<file path="src/rtl/lm70_pkg.sv">
// Shared types and constants for the LM70 SPI responder: FSM states, frame sizes and command codes.
package lm70_pkg;

  typedef enum logic [1:0] {
    IDLE  = 2'd0,
    READ  = 2'd1,
    WRITE = 2'd2,
    DONE  = 2'd3
  } lm70_state_e;

  localparam int          READ_BITS    = 16;
  localparam int          WRITE_BITS   = 16;
  localparam logic [15:0] SHUTDOWN_ID  = 16'h8100;
  localparam logic [4:0]  STATUS_TAIL  = 5'b11111;
  localparam logic [7:0]  CMD_SHUTDOWN = 8'hFF;
  localparam logic [7:0]  CMD_RUN      = 8'h00;

  // Word presented to the master: device ID in shutdown, otherwise temperature plus status tail.
  function automatic logic [15:0] frame_word(input logic sd, input logic [10:0] temp);
    frame_word = sd ? SHUTDOWN_ID : {temp, STATUS_TAIL};
  endfunction

endpackage

</file>
<file path="src/rtl/lm70_sync_edge.sv">
// Multi-flop synchronizer for an asynchronous SPI line, with rise/fall pulses on the synchronized copy.
module lm70_sync_edge #(
  parameter int   SYNC_STAGES = 2,
  parameter logic RESET_VAL   = 1'b0
) (
  input  logic clk,
  input  logic rst_n,
  input  logic d,
  output logic q,
  output logic rise,
  output logic fall
);

  logic [SYNC_STAGES-1:0] sync_r;
  logic                   prev_r;

  // Synchronizer chain plus one extra flop for edge detection.
  always_ff @(posedge clk or negedge rst_n) begin
    if (!rst_n) begin
      sync_r <= {SYNC_STAGES{RESET_VAL}};
      prev_r <= RESET_VAL;
    end else begin
      sync_r <= {sync_r[SYNC_STAGES-2:0], d};
      prev_r <= sync_r[SYNC_STAGES-1];
    end
  end

  assign q    = sync_r[SYNC_STAGES-1];
  assign rise = q & ~prev_r;
  assign fall = ~q & prev_r;

endmodule

</file>
<file path="src/rtl/lm70_spi_responder.sv">
// LM70 temperature-sensor emulator on the single-wire SI/O bus: 16-bit read frame, then 16-bit command.
// Define LM70_RESP_RAMP_EN to replace temp_in with an internal temperature ramp.
module lm70_spi_responder
  import lm70_pkg::*;
#(
  parameter int          SYNC_STAGES = 2,
  parameter logic [10:0] RAMP_STEP   = 11'd4,
  parameter logic [10:0] RAMP_MAX    = 11'd400
) (
  input  logic        clk,
  input  logic        rst_n,
  input  logic        cs_n,
  input  logic        sck,
  input  logic        sio_in,
  output logic        sio_out,
  output logic        sio_oe,
  input  logic [10:0] temp_in,
  output logic        shutdown,
  output logic        frame_done
);

  localparam logic [4:0] RD_LAST = 5'(READ_BITS - 1);
  localparam logic [4:0] WR_LAST = 5'(WRITE_BITS - 1);

  lm70_state_e            state_r;
  logic [15:0]            shift_r;
  logic [15:0]            cmd_r;
  logic [4:0]             cnt_r;
  logic [SYNC_STAGES-1:0] sio_sync_r;

  logic        unused_cs_level_s, unused_sck_level_s;
  logic        cs_rise_s, cs_fall_s, sck_rise_s, sck_fall_s;
  logic        sio_s, cs_evt_s, read_last_s;
  logic [15:0] cmd_next_s, frame_word_s;
  logic [10:0] temp_src_s;

  lm70_sync_edge #(.SYNC_STAGES(SYNC_STAGES), .RESET_VAL(1'b1)) u_cs_sync (
    .clk (clk), .rst_n (rst_n), .d (cs_n),
    .q (unused_cs_level_s), .rise (cs_rise_s), .fall (cs_fall_s)
  );

  lm70_sync_edge #(.SYNC_STAGES(SYNC_STAGES), .RESET_VAL(1'b0)) u_sck_sync (
    .clk (clk), .rst_n (rst_n), .d (sck),
    .q (unused_sck_level_s), .rise (sck_rise_s), .fall (sck_fall_s)
  );

  // Level-only synchronizer for the command data line.
  always_ff @(posedge clk or negedge rst_n) begin
    if (!rst_n) begin
      sio_sync_r <= {SYNC_STAGES{1'b0}};
    end else begin
      sio_sync_r <= {sio_sync_r[SYNC_STAGES-2:0], sio_in};
    end
  end

  assign sio_s        = sio_sync_r[SYNC_STAGES-1];
  assign cs_evt_s     = cs_rise_s | cs_fall_s;
  assign read_last_s  = (state_r == READ) && !cs_evt_s && sck_rise_s && (cnt_r == RD_LAST);
  assign cmd_next_s   = {cmd_r[14:0], sio_s};
  assign frame_word_s = frame_word(shutdown, temp_src_s);

`ifdef LM70_RESP_RAMP_EN
  logic [10:0] ramp_r;
  logic [11:0] ramp_sum_s;
  logic        unused_temp_in_s;

  assign ramp_sum_s       = {1'b0, ramp_r} + {1'b0, RAMP_STEP};
  assign temp_src_s       = ramp_r;
  assign unused_temp_in_s = ^temp_in;

  // Ramp advances once per completed read frame; frozen while the ID is being served.
  always_ff @(posedge clk or negedge rst_n) begin
    if (!rst_n) begin
      ramp_r <= 11'd0;
    end else if (read_last_s && !shutdown) begin
      ramp_r <= (ramp_sum_s > {1'b0, RAMP_MAX}) ? 11'd0 : ramp_sum_s[10:0];
    end
  end
`else
  logic unused_ramp_cfg_s;

  assign temp_src_s        = temp_in;
  assign unused_ramp_cfg_s = ^{RAMP_STEP, RAMP_MAX};
`endif

  // Frame FSM; chip-select edges take priority over any SCK edge in the same clock.
  always_ff @(posedge clk or negedge rst_n) begin
    if (!rst_n) begin
      state_r    <= IDLE;
      shift_r    <= 16'h0000;
      cmd_r      <= 16'h0000;
      cnt_r      <= 5'd0;
      sio_out    <= 1'b0;
      sio_oe     <= 1'b0;
      shutdown   <= 1'b0;
      frame_done <= 1'b0;
    end else begin
      frame_done <= 1'b0;
      if (cs_rise_s) begin
        state_r <= IDLE;
        sio_oe  <= 1'b0;
        cnt_r   <= 5'd0;
      end else if (cs_fall_s) begin
        state_r <= READ;
        shift_r <= frame_word_s;
        sio_out <= frame_word_s[15];
        sio_oe  <= 1'b1;
        cnt_r   <= 5'd0;
      end else begin
        case (state_r)
          IDLE: begin
            state_r <= IDLE;
          end
          READ: begin
            if (sck_fall_s) begin
              shift_r <= {shift_r[14:0], 1'b0};
              sio_out <= shift_r[14];
            end
            if (read_last_s) begin
              cnt_r      <= 5'd0;
              frame_done <= 1'b1;
              sio_oe     <= 1'b0;
              state_r    <= WRITE;
            end else if (sck_rise_s) begin
              cnt_r <= cnt_r + 5'd1;
            end
          end
          WRITE: begin
            if (sck_rise_s) begin
              cmd_r <= cmd_next_s;
              if (cnt_r == WR_LAST) begin
                cnt_r   <= 5'd0;
                state_r <= DONE;
                if (cmd_next_s[7:0] == CMD_SHUTDOWN) begin
                  shutdown <= 1'b1;
                end else if (cmd_next_s[7:0] == CMD_RUN) begin
                  shutdown <= 1'b0;
                end
              end else begin
                cnt_r <= cnt_r + 5'd1;
              end
            end
          end
          DONE: begin
            sio_oe <= 1'b0;
          end
          default: begin
            state_r <= IDLE;
            sio_oe  <= 1'b0;
          end
        endcase
      end
    end
  end

endmodule
</file>
<file path="config.mk">
export PLATFORM = sky130hd
export DESIGN_NAME = lm70_spi_responder
export DESIGN_NICKNAME = d
export VERILOG_FILES = /design/src/rtl/lm70_pkg.sv /design/src/rtl/lm70_sync_edge.sv /design/src/rtl/lm70_spi_responder.sv
export SDC_FILE = /design/constraint.sdc
export NUM_CORES = 1
export LEC_CHECK = 0
export CORE_MARGIN = 10
export CORE_UTILIZATION = 50
export CTS_CLUSTER_DIAMETER = 150
export CTS_CLUSTER_SIZE = 10
export DETAILED_ROUTE_END_ITERATION = 8
export GPL_TIMING_DRIVEN = 0
export PLACE_DENSITY = 0.74
export SYNTH_ARGS = -nofsm -noshare
export SYNTH_HDL_FRONTEND = slang
export SYNTH_HIERARCHICAL = 1
export SYNTH_SLANG_ARGS = --single-unit
</file>
<file path="constraint.sdc">
create_clock -name clk -period 1.8 [get_ports clk]
set_input_delay 0.18 -clock clk [delete_from_list [all_inputs] [get_ports clk]]
set_output_delay 0.18 -clock clk [all_outputs]
set_load 0.01 [all_outputs]
</file>
Word-level counts from Yosys, hierarchy flattened:

Index checks and enable logic that the tools add are counted.

* register bits: 41
* input port bits: 16
* output and inout bits: 4
* word-level logic and storage cells: 82

* add/subtract/negate cells: 1
* eq/ne operators: 9
* multiplexer cells: 30
* bitwise logic cells: 11
* reduce and logical (&&, ||, !) cells: 18

Operators with widths (count)
* $mux 15: 3
* $mux 5: 6
* $mux 16: 1
* $mux 1: 12
* $ne 4x4->1 const B: 3
* $mux 2: 5
* $pmux 5 s2: 1
* $eq 8x8->1 const B: 1
* $logic_not 8->1: 1
* $reduce_and 4->1: 2
* $reduce_bool 4->1: 2
* $not 1->1: 6
* $pmux 2 s3: 1
* $reduce_and 3->1: 2
* $reduce_and 6->1: 1
* $reduce_bool 2->1: 3
* $add 5x1->5 const B: 1
* $eq 5x4->1 const B: 1
* $ne 5x5->1 const B: 1
* $reduce_bool 5->1: 1
* $and 1x1->1: 4
* $eq 2x2->1 const B: 2
* $logic_and 1x1->1: 3
* $eq 2x1->1 const B: 1
* other kinds (5): 5

Logic depth before layout (Yosys ltp):

Gate-level depths: netlist (run 1).

* depth in word-level cells: 11
* gate-level depth with buffers: 7
* depth with buffers taken out: 7

Cells and area by module:

Netlist (run 1), hierarchy kept.

By module, submodules not included
* lm70_spi_responder: instances 1, cells each 159, area each 1699.1 µm², seq. area each 875.8 µm²
* lm70_sync_edge at u_cs_sync: instances 1, cells each 5, area each 93.8 µm², seq. area each 78.8 µm²
* lm70_sync_edge at u_sck_sync: instances 1, cells each 5, area each 90.1 µm², seq. area each 75.1 µm²

Worst setup path after synthesis (run 1):

OpenSTA, ideal clock, no wires.

* path kind: flip-flop to flip-flop
* from: register u_cs_sync.sync_r[1]
* to: register cmd_r[2]
* library setup time: 0.125 ns
* arrival: 1.578 ns
* data required time: 1.675 ns
* slack: 0.097 ns
* stages on the path, launching flop included: 7
* path buffers: 2
* period minus slack after synthesis: 1.703 ns
* path through: dfstp_2 and2b_2 buf_6 nor2_8 and3_1 buf_6 mux2_2

* cells in the longest elaborated chain, start to end: 4
* elaborated cells between the ends (all ways): 6
* those cells by class: 5 x bitwise; 1 x reduce/logical

Ends and longest elaborated chain
* start, declared: RTL line lm70_sync_edge.sv:14 `logic [SYNC_STAGES-1:0] sync_r;`
* start signal, assigned: RTL line lm70_sync_edge.sv:20 `sync_r <= {SYNC_STAGES{RESET_VAL}};`
* start signal, assigned: RTL line lm70_sync_edge.sv:23 `sync_r <= {sync_r[SYNC_STAGES-2:0], d};`
* $not 1->1: RTL line lm70_sync_edge.sv:30 `assign fall = ~q & prev_r;`
* $and 1x1->1: RTL line lm70_sync_edge.sv:30
* via cs_fall_s: RTL line lm70_spi_responder.sv:32 `logic cs_rise_s, cs_fall_s, sck_rise_s, sck_fall_s;`
* $not 1->1 (no source line)
* $reduce_and 4->1 (no source line)
* end signal, assigned: RTL line lm70_spi_responder.sv:130 `cmd_r <= cmd_next_s;`
* end, declared: RTL line lm70_spi_responder.sv:27 `logic [15:0] cmd_r;`

The timed path passes the listed nets, and every way through them passes these cells.
A chain may end at the register's enable or synchronous reset.

Final worst setup path (run 1):

* from: register state_r[0]
* to: register cnt_r[0]

* cells in the longest elaborated chain, start to end: 8
* elaborated cells between the ends (all ways): 13
* those cells by class: 4 x eq/ne; 4 x mux; 5 x reduce/logical

Ends and longest elaborated chain
* start, declared: RTL line lm70_spi_responder.sv:25 `lm70_state_e state_r;`
* start signal, assigned: RTL line lm70_spi_responder.sv:89 `state_r <= IDLE;`
* start signal, assigned: RTL line lm70_spi_responder.sv:100 `state_r <= IDLE;`
* start signal, assigned: RTL line lm70_spi_responder.sv:104 `state_r <= READ;`
* $eq 2x1->1: RTL line lm70_spi_responder.sv:58, lm70_spi_responder.sv:110
* $logic_and 1x1->1 (3 in series): RTL line lm70_spi_responder.sv:58 `assign read_last_s = (state_r == READ) && !cs_evt_s && sck_rise_s && (cnt_r == RD_LAST);`
* $mux 5: RTL line lm70_spi_responder.sv:119 `if (read_last_s) begin`
* $pmux 5 s2: RTL line lm70_spi_responder.sv:110 `case (state_r)`
* $mux 5: RTL line lm70_spi_responder.sv:103 `end else if (cs_fall_s) begin`
* $mux 5: RTL line lm70_spi_responder.sv:99 `if (cs_rise_s) begin`
* end signal, assigned: RTL line lm70_spi_responder.sv:125 `cnt_r <= cnt_r + 5'd1;`
* end signal, assigned: RTL line lm70_spi_responder.sv:140 `cnt_r <= cnt_r + 5'd1;`
* end, declared: RTL line lm70_spi_responder.sv:28 `logic [4:0] cnt_r;`

Several ways; a longest one is shown, not always the timed one.

==> results of run 1 <==
==> routing by layer <==
layer / wire (um) / GRT usage / vias to the layer above
li1: - / - / 661
met1: 1680 / 0.150 / 688
met2: 1960 / 0.199 / 32
met3: 184 / 0.0408 / 0
met4: 0 / 0.0294 / 0
met5: 0 / 0 / -
==> repair_timing <==
item,in CTS,in global routing
buffers inserted,0,3
setup endpoints to repair,13,16
hold buffers,0,0
pin swaps,2,2
gates resized for setup,7,9
==> power groups by stage <==
stage	combinational, mW	sequential [mW]	clock [mW]
2_1_floorplan	0.585	1.32	0
3_3_place_gp	0.744	1.34	0
3_5_place_dp	0.789	1.35	0
4_1_cts	0.804	1.34	0.668
5_1_grt	0.944	1.38	0.711
6_report	0.845	1.34	0.656
==> sequential cells by signal, indices dropped and copies added (netlist names) <==
name / count
shift_r: 15
state_r: 2
shutdown: 1
sio_oe: 1
u_sck_sync/sync_r: 2
u_cs_sync/prev_r: 1
u_sck_sync/prev_r: 1
frame_done: 1
sio_out: 1
sio_sync_r: 2
cnt_r: 5
u_cs_sync/sync_r: 2
cmd_r: 7
==> final timing paths <==
| check | depth (start not counted) | slack, ps | to |
|---|---|---|---|
| min reg2reg | 0 | 360 | sio_sync_r[1] |
| min | 1 | 20 | sio_sync_r[0] |
| max reg2reg | 7 | 70 | cnt_r[0] |
| max | 7 | 70 | cnt_r[0] |
| max in group asynchronous | 1 | 1220 | shift_r[1] |
| min in group clk | 1 | 300 | u_cs_sync/sync_r[0] |
==> through the flow <==
step	instance area [um^2]	instances	utilization	worst slack, ps
floorplan	1880	169	-	96.8
finish	2290	245	0.626	68.7
detailed placement	2130	236	0.581	-127
global route	2290	245	0.626	1.27
global placement	2130	236	0.583	-410
CTS	2250	243	0.613	15.5
==> layout by cell type (no fill, tap or decap), drive strengths merged, types with 3 or more instances in the layout <==
cell type	n
a21oi	22
a22oi	9
buf	9
clkbuf	8
clkdlybuf4s50	18
dfrtp	38
dfstp	3
ha	7
inv	6
mux2	7
nand2	7
nand3	5
nand4	3
nor2	20
nor2b	3
nor3	3
o21ai	7
==> kinds of logic (layout without fill, tap and decap cells) <==
logic type	count (synthesis)	in the layout	synth area share
buffers and inverters	14	42	0.0419
adders and majority gates	7	7	0.0465
muxes	7	7	0.0419
AOI/OAI and AO/OA	50	50	0.179
and+or+nand+nor	50	50	0.144
DFF	41	41	0.547
==> cell type report <==
| cell class | count | share of cell area |
|---|---|---|
| flip-flops and latches | 41 | 0.449 |
| multi-input cells | 114 | 0.364 |
| repair buffers | 22 | 0.0906 |
| clock buffers | 7 | 0.0420 |
| well taps | 48 | 0.0262 |
| plain buffers | 6 | 0.0164 |
| inverters | 6 | 0.00982 |
| clock inverters | 1 | 0.00218 |
==> critical path, cell delays in order (launching register included) <==
cell and delay [ps]:
dfrtp_1 420, inv_1 130, ha_1 160, buf_2 210, o21bai_4 100, a21boi_4 260
nor2_2 80, mux2_2 260
==> results.py, run 1 <==
metrics = {
    "status": {
        "status": "complete, no violations",
    },
    "die": {
        "fp.dieH_um": 81.4,
        "start_util": 0.514,
        "core_um2": 3660,
        "die_w_um": 81.4,
        "dieArea_um2": 6620,
        "rows": 22,
        "io_pins": 20,
    },
    "sta": {
        "period_share": 0.962,
        "grt_setup_unrepaired": "no",
        "clock_skew_ps": 9.08,
        "relSlewSlack": 0.402,
        "fin_tns_setup_ps": 0,
        "setup_viol_count_final": 0,
        "slew_viol_final": 0,
        "hold_ws_ps": 17.2,
        "hold_viol_final": 0,
        "clock.fmax_ghz": 0.578,
        "min_period_ps": 1730,
        "tightest_slew_ps": 896,
    },
    "global_routing": {
        "grt_pass1_vias": 1445,
        "overflow": 0,
        "track_usage": 0.121,
        "grt_pass1_wl_um": 6480,
        "grt_antenna_before_repair": 0,
        "grt_max_degree": 42,
    },
    "clocking": {
        "cts_tree": "done",
        "clk_latency_ps": 290,
        "path_clk_slew_ps": 80,
        "cts_sinks": 41,
        "htree_num_levels": 2,
        "cts_max_path_buffers": 2,
        "cts-root-buf": "clkbuf_8",
        "cts_buffers": 5,
    },
    "logic_synthesis": {
        "yosysTopAreaCellShare": 0.505,
        "synth-seq-area-share": 0.547,
        "synth_area_um2": 1880,
        "synthFlopType": "dfrtp_1",
        "synth.most_common_cell": "dfrtp_1",
        "yosysTopAreaCell": "dfrtp_1",
        "synth.area.top_cells": "dfrtp_1, a21oi_1, ha_1",
        "synth_commonest_cells": "dfrtp_1, a21oi_1, nor2_1",
        "yosysWarnings": 6,
        "synth-seq-cells": 41,
        "synth_fp_nets": 192,
        "synthArstFlopShare": 1.00,
        "synth_edf_count": 0,
        "netlist_instances": 169,
        "avgSynthCellArea_um2": 11.1,
        "synth_cell_types": 40,
    },
    "detailed_routing": {
        "firstDrtPassIters": 4,
        "first_iter_violations": 87,
        "drc": 0,
        "drt-wirelength-per-cell_um": 15.6,
        "ant_nets": 0,
        "num_vias": 1381,
        "wl_um": 3830,
        "viasPerCell": 5.64,
    },
    "worst_setup_path": {
        "cp.arrival_ps": 1900,
        "timing.rr.start": "state_r[0]",
        "start_kind": "flip-flop",
        "end_kind": "flip-flop",
        "startpoint": "state_r[0]",
        "critPathMaxFanout": 8,
        "crit_required_ps": 1970,
        "crit_type": "flip-flop to flip-flop",
    },
    "job": {
        "max_cap_viol_count": 0,
    },
    "power_and_ir_drop": {
        "seqPwrFrac": 0.472,
        "switching_share": 0.323,
        "power_per_cell_area_nw_per_um2": 1240,
        "switchingPower_uw": 919,
        "p_leak_nw": 0.985,
        "pwr-share-clk": 0.231,
        "power_frac_comb": 0.297,
        "total_power_mw": 2.84,
        "p_int_mw": 1.92,
        "peakVddDrop_mv": 0.736,
    },
    "layout": {
        "fin_nets": 219,
        "fillers": 309,
        "seq_area_um2": 1030,
        "antenna_cells": 0,
        "multi_input_area_um2": 835,
        "area_growth_pct": 21.8,
        "drive_gt1_frac": 0.223,
    },
    "placement": {
        "dpl.hpwl_um": 2680,
        "io_buffer_count": 19,
        "gp_congestion": 0.820,
    },
    "hold_path": {
        "hold_path.class": "input port to async pin",
    },
}
(Power assumes the default switching activity.)
==> run 2, diff against run 1 <==
Settings changed: CORE_MARGIN 10 to 5.
==> results.py, run 2 (same netlist as run 1, synthesis figures left out) <==
metrics = {
    "status": {
        "status": "complete, no violations",
    },
    "clocking": {
        "cts-root-buf": "clkbuf_8",
        "cts_max_path_buffers": 2,
        "htree_num_levels": 2,
        "clk_latency_ps": 290,
        "cts_sinks": 41,
        "cts_buffers": 5,
        "path_clk_slew_ps": 80,
        "cts_tree": "done",
        "hold_buffers": 0,
    },
    "sta": {
        "min_period_ps": 1700,
        "period_share": 0.946,
        "clock_skew_ps": 6.40,
        "slew_viol_final": 0,
        "relSlewSlack": 0.418,
        "grt_setup_unrepaired": "no",
        "setup_viol_count_final": 0,
        "hold_viol_final": 0,
        "tightest_slew_ps": 873,
        "clock.fmax_ghz": 0.587,
        "finalWorstSetupSlack_ps": 96.5,
    },
    "worst_setup_path": {
        "endpoint": "cnt_r[0]",
        "ff2ff_path_depth": 7,
        "reg2reg_to": "cnt_r[0]",
        "cp.arrival_ps": 1890,
        "crit_required_ps": 1980,
        "timing.rr.start": "state_r[0]",
        "crit_chain": "inv_1 -> ha_1 -> buf_2 -> o21bai_4 -> a21boi_4 -> nor2_4 -> mux2_2",
        "crit_path_top_delay_cell": "dfrtp_1",
        "crit_type": "flip-flop to flip-flop",
        "end_kind": "flip-flop",
        "crit_path_max_incr_delay_ps": 420,
        "critPathMaxFanout": 8,
        "rrSetupSlack_ps": 100,
        "start_kind": "flip-flop",
        "startpoint": "state_r[0]",
    },
    "layout": {
        "layout.cells.non_filler": 245,
        "fillers": 301,
        "regMostFlops": "shift_r",
        "area_growth_pct": 21.0,
        "antenna_cells": 0,
        "final_common_cell": "dfrtp_1",
        "layout_common_cells": "dfrtp_1, a21oi_1, clkdlybuf4s50_1, nor2_1, a22oi_1",
        "top_regs": "shift_r (15), cmd_r (7), cnt_r (5)",
        "design_area_um2": 2280,
        "fin_nets": 219,
        "largest_register_ffs": 15,
        "drive_gt1_frac": 0.223,
    },
    "placement": {
        "dp_slack_ps": -66.1,
        "postPlaceCellArea_um2": 2130,
        "gp_congestion": 0.798,
        "dpl.hpwl_um": 2590,
        "io_buffer_count": 19,
        "dp.cells": 236,
    },
    "die": {
        "fp.dieH_um": 71.4,
        "rows": 22,
        "start_util": 0.514,
        "dieArea_um2": 5090,
        "core_um2": 3660,
        "io_pins": 20,
        "die_w_um": 71.4,
    },
    "detailed_routing": {
        "drt-wirelength-per-cell_um": 15.0,
        "firstDrtPassIters": 5,
        "wl_um": 3680,
        "first_iter_violations": 75,
        "viasPerCell": 5.61,
        "drc": 0,
        "ant_nets": 0,
        "num_vias": 1375,
    },
    "power_and_ir_drop": {
        "peakVddDrop_mv": 0.656,
        "p_leak_nw": 0.967,
        "power_per_cell_area_nw_per_um2": 1230,
    },
    "hold_path": {
        "hold_path.class": "input port to async pin",
    },
    "global_routing": {
        "track_usage": 0.160,
        "overflow": 0,
        "grt_pass1_wl_um": 6510,
        "grt_antenna_before_repair": 0,
        "grt_max_degree": 42,
        "grt_pass1_vias": 1470,
    },
    "job": {
        "max_cap_viol_count": 0,
    },
}
run 2: cell type report:
cell class	instances	area [um^2]	area share
buffer	6	35.0	0.0154
clock buffer	5	68.8	0.0302
clock inverter	3	22.5	0.00988
inverter	6	22.5	0.00988
multi-input combinational	114	832	0.365
sequential	41	1030	0.452
tap	48	60.1	0.0264
timing repair buffer	22	208	0.0912
run 2: timing repair:
action	in CTS	in global routing
gates cloned	0	0
setup endpoints to repair	19	13
resized for setup	5	9
setup buffers	1	2
pin swaps	0	4
run 2: worst min-delay path by stage:
stage                       start             to  slack, ps
floorplan                   rst_n       cmd_r[0]       -120
global placement    sio_sync_r[0]  sio_sync_r[1]        330
detailed placement  sio_sync_r[0]  sio_sync_r[1]        340
CTS                         rst_n  sio_sync_r[0]         40
global route                rst_n       cmd_r[2]         90
finish                      rst_n  sio_sync_r[0]          5
run 2: report_power, final:
part | internal, mW | total, mW | switching [mW]
clock | 0.272 | 0.597 | 0.326
sequential | 1.17 | 1.35 | 0.181
combinational | 0.418 | 0.851 | 0.433
total | 1.86 | 2.80 | 0.940
run 2: metrics by stage:
stage | utilization | TNS [ps] | power (mW) | hold WS, ps
2_1_floorplan | - | 0 | 1.90 | -116
3_3_place_gp | 0.583 | -14350 | 2.08 | 333
3_5_place_dp | 0.581 | -323 | 2.15 | 336
4_1_cts | 0.610 | -17.7 | 2.76 | 36.8
5_1_grt | 0.622 | 0 | 3.02 | 89.9
6_report | 0.622 | 0 | 2.80 | 4.66
run 2: layer usage:
layer	wire (um)	GRT usage
met1	1610	0.200
met2	1890	0.261
met3	158	0.0449
met4	23	0.0668
met5	0	0
run 2: critical path, delay by kind of cell, from the launching register on:
family                     cells  cell delay, ps
adders and majority gates      1             150
DFF                            1             420
and+or+nand+nor                1              80
AOI/OAI and AO/OA              2             360
buffers and inverters          2             330
muxes                          1             260
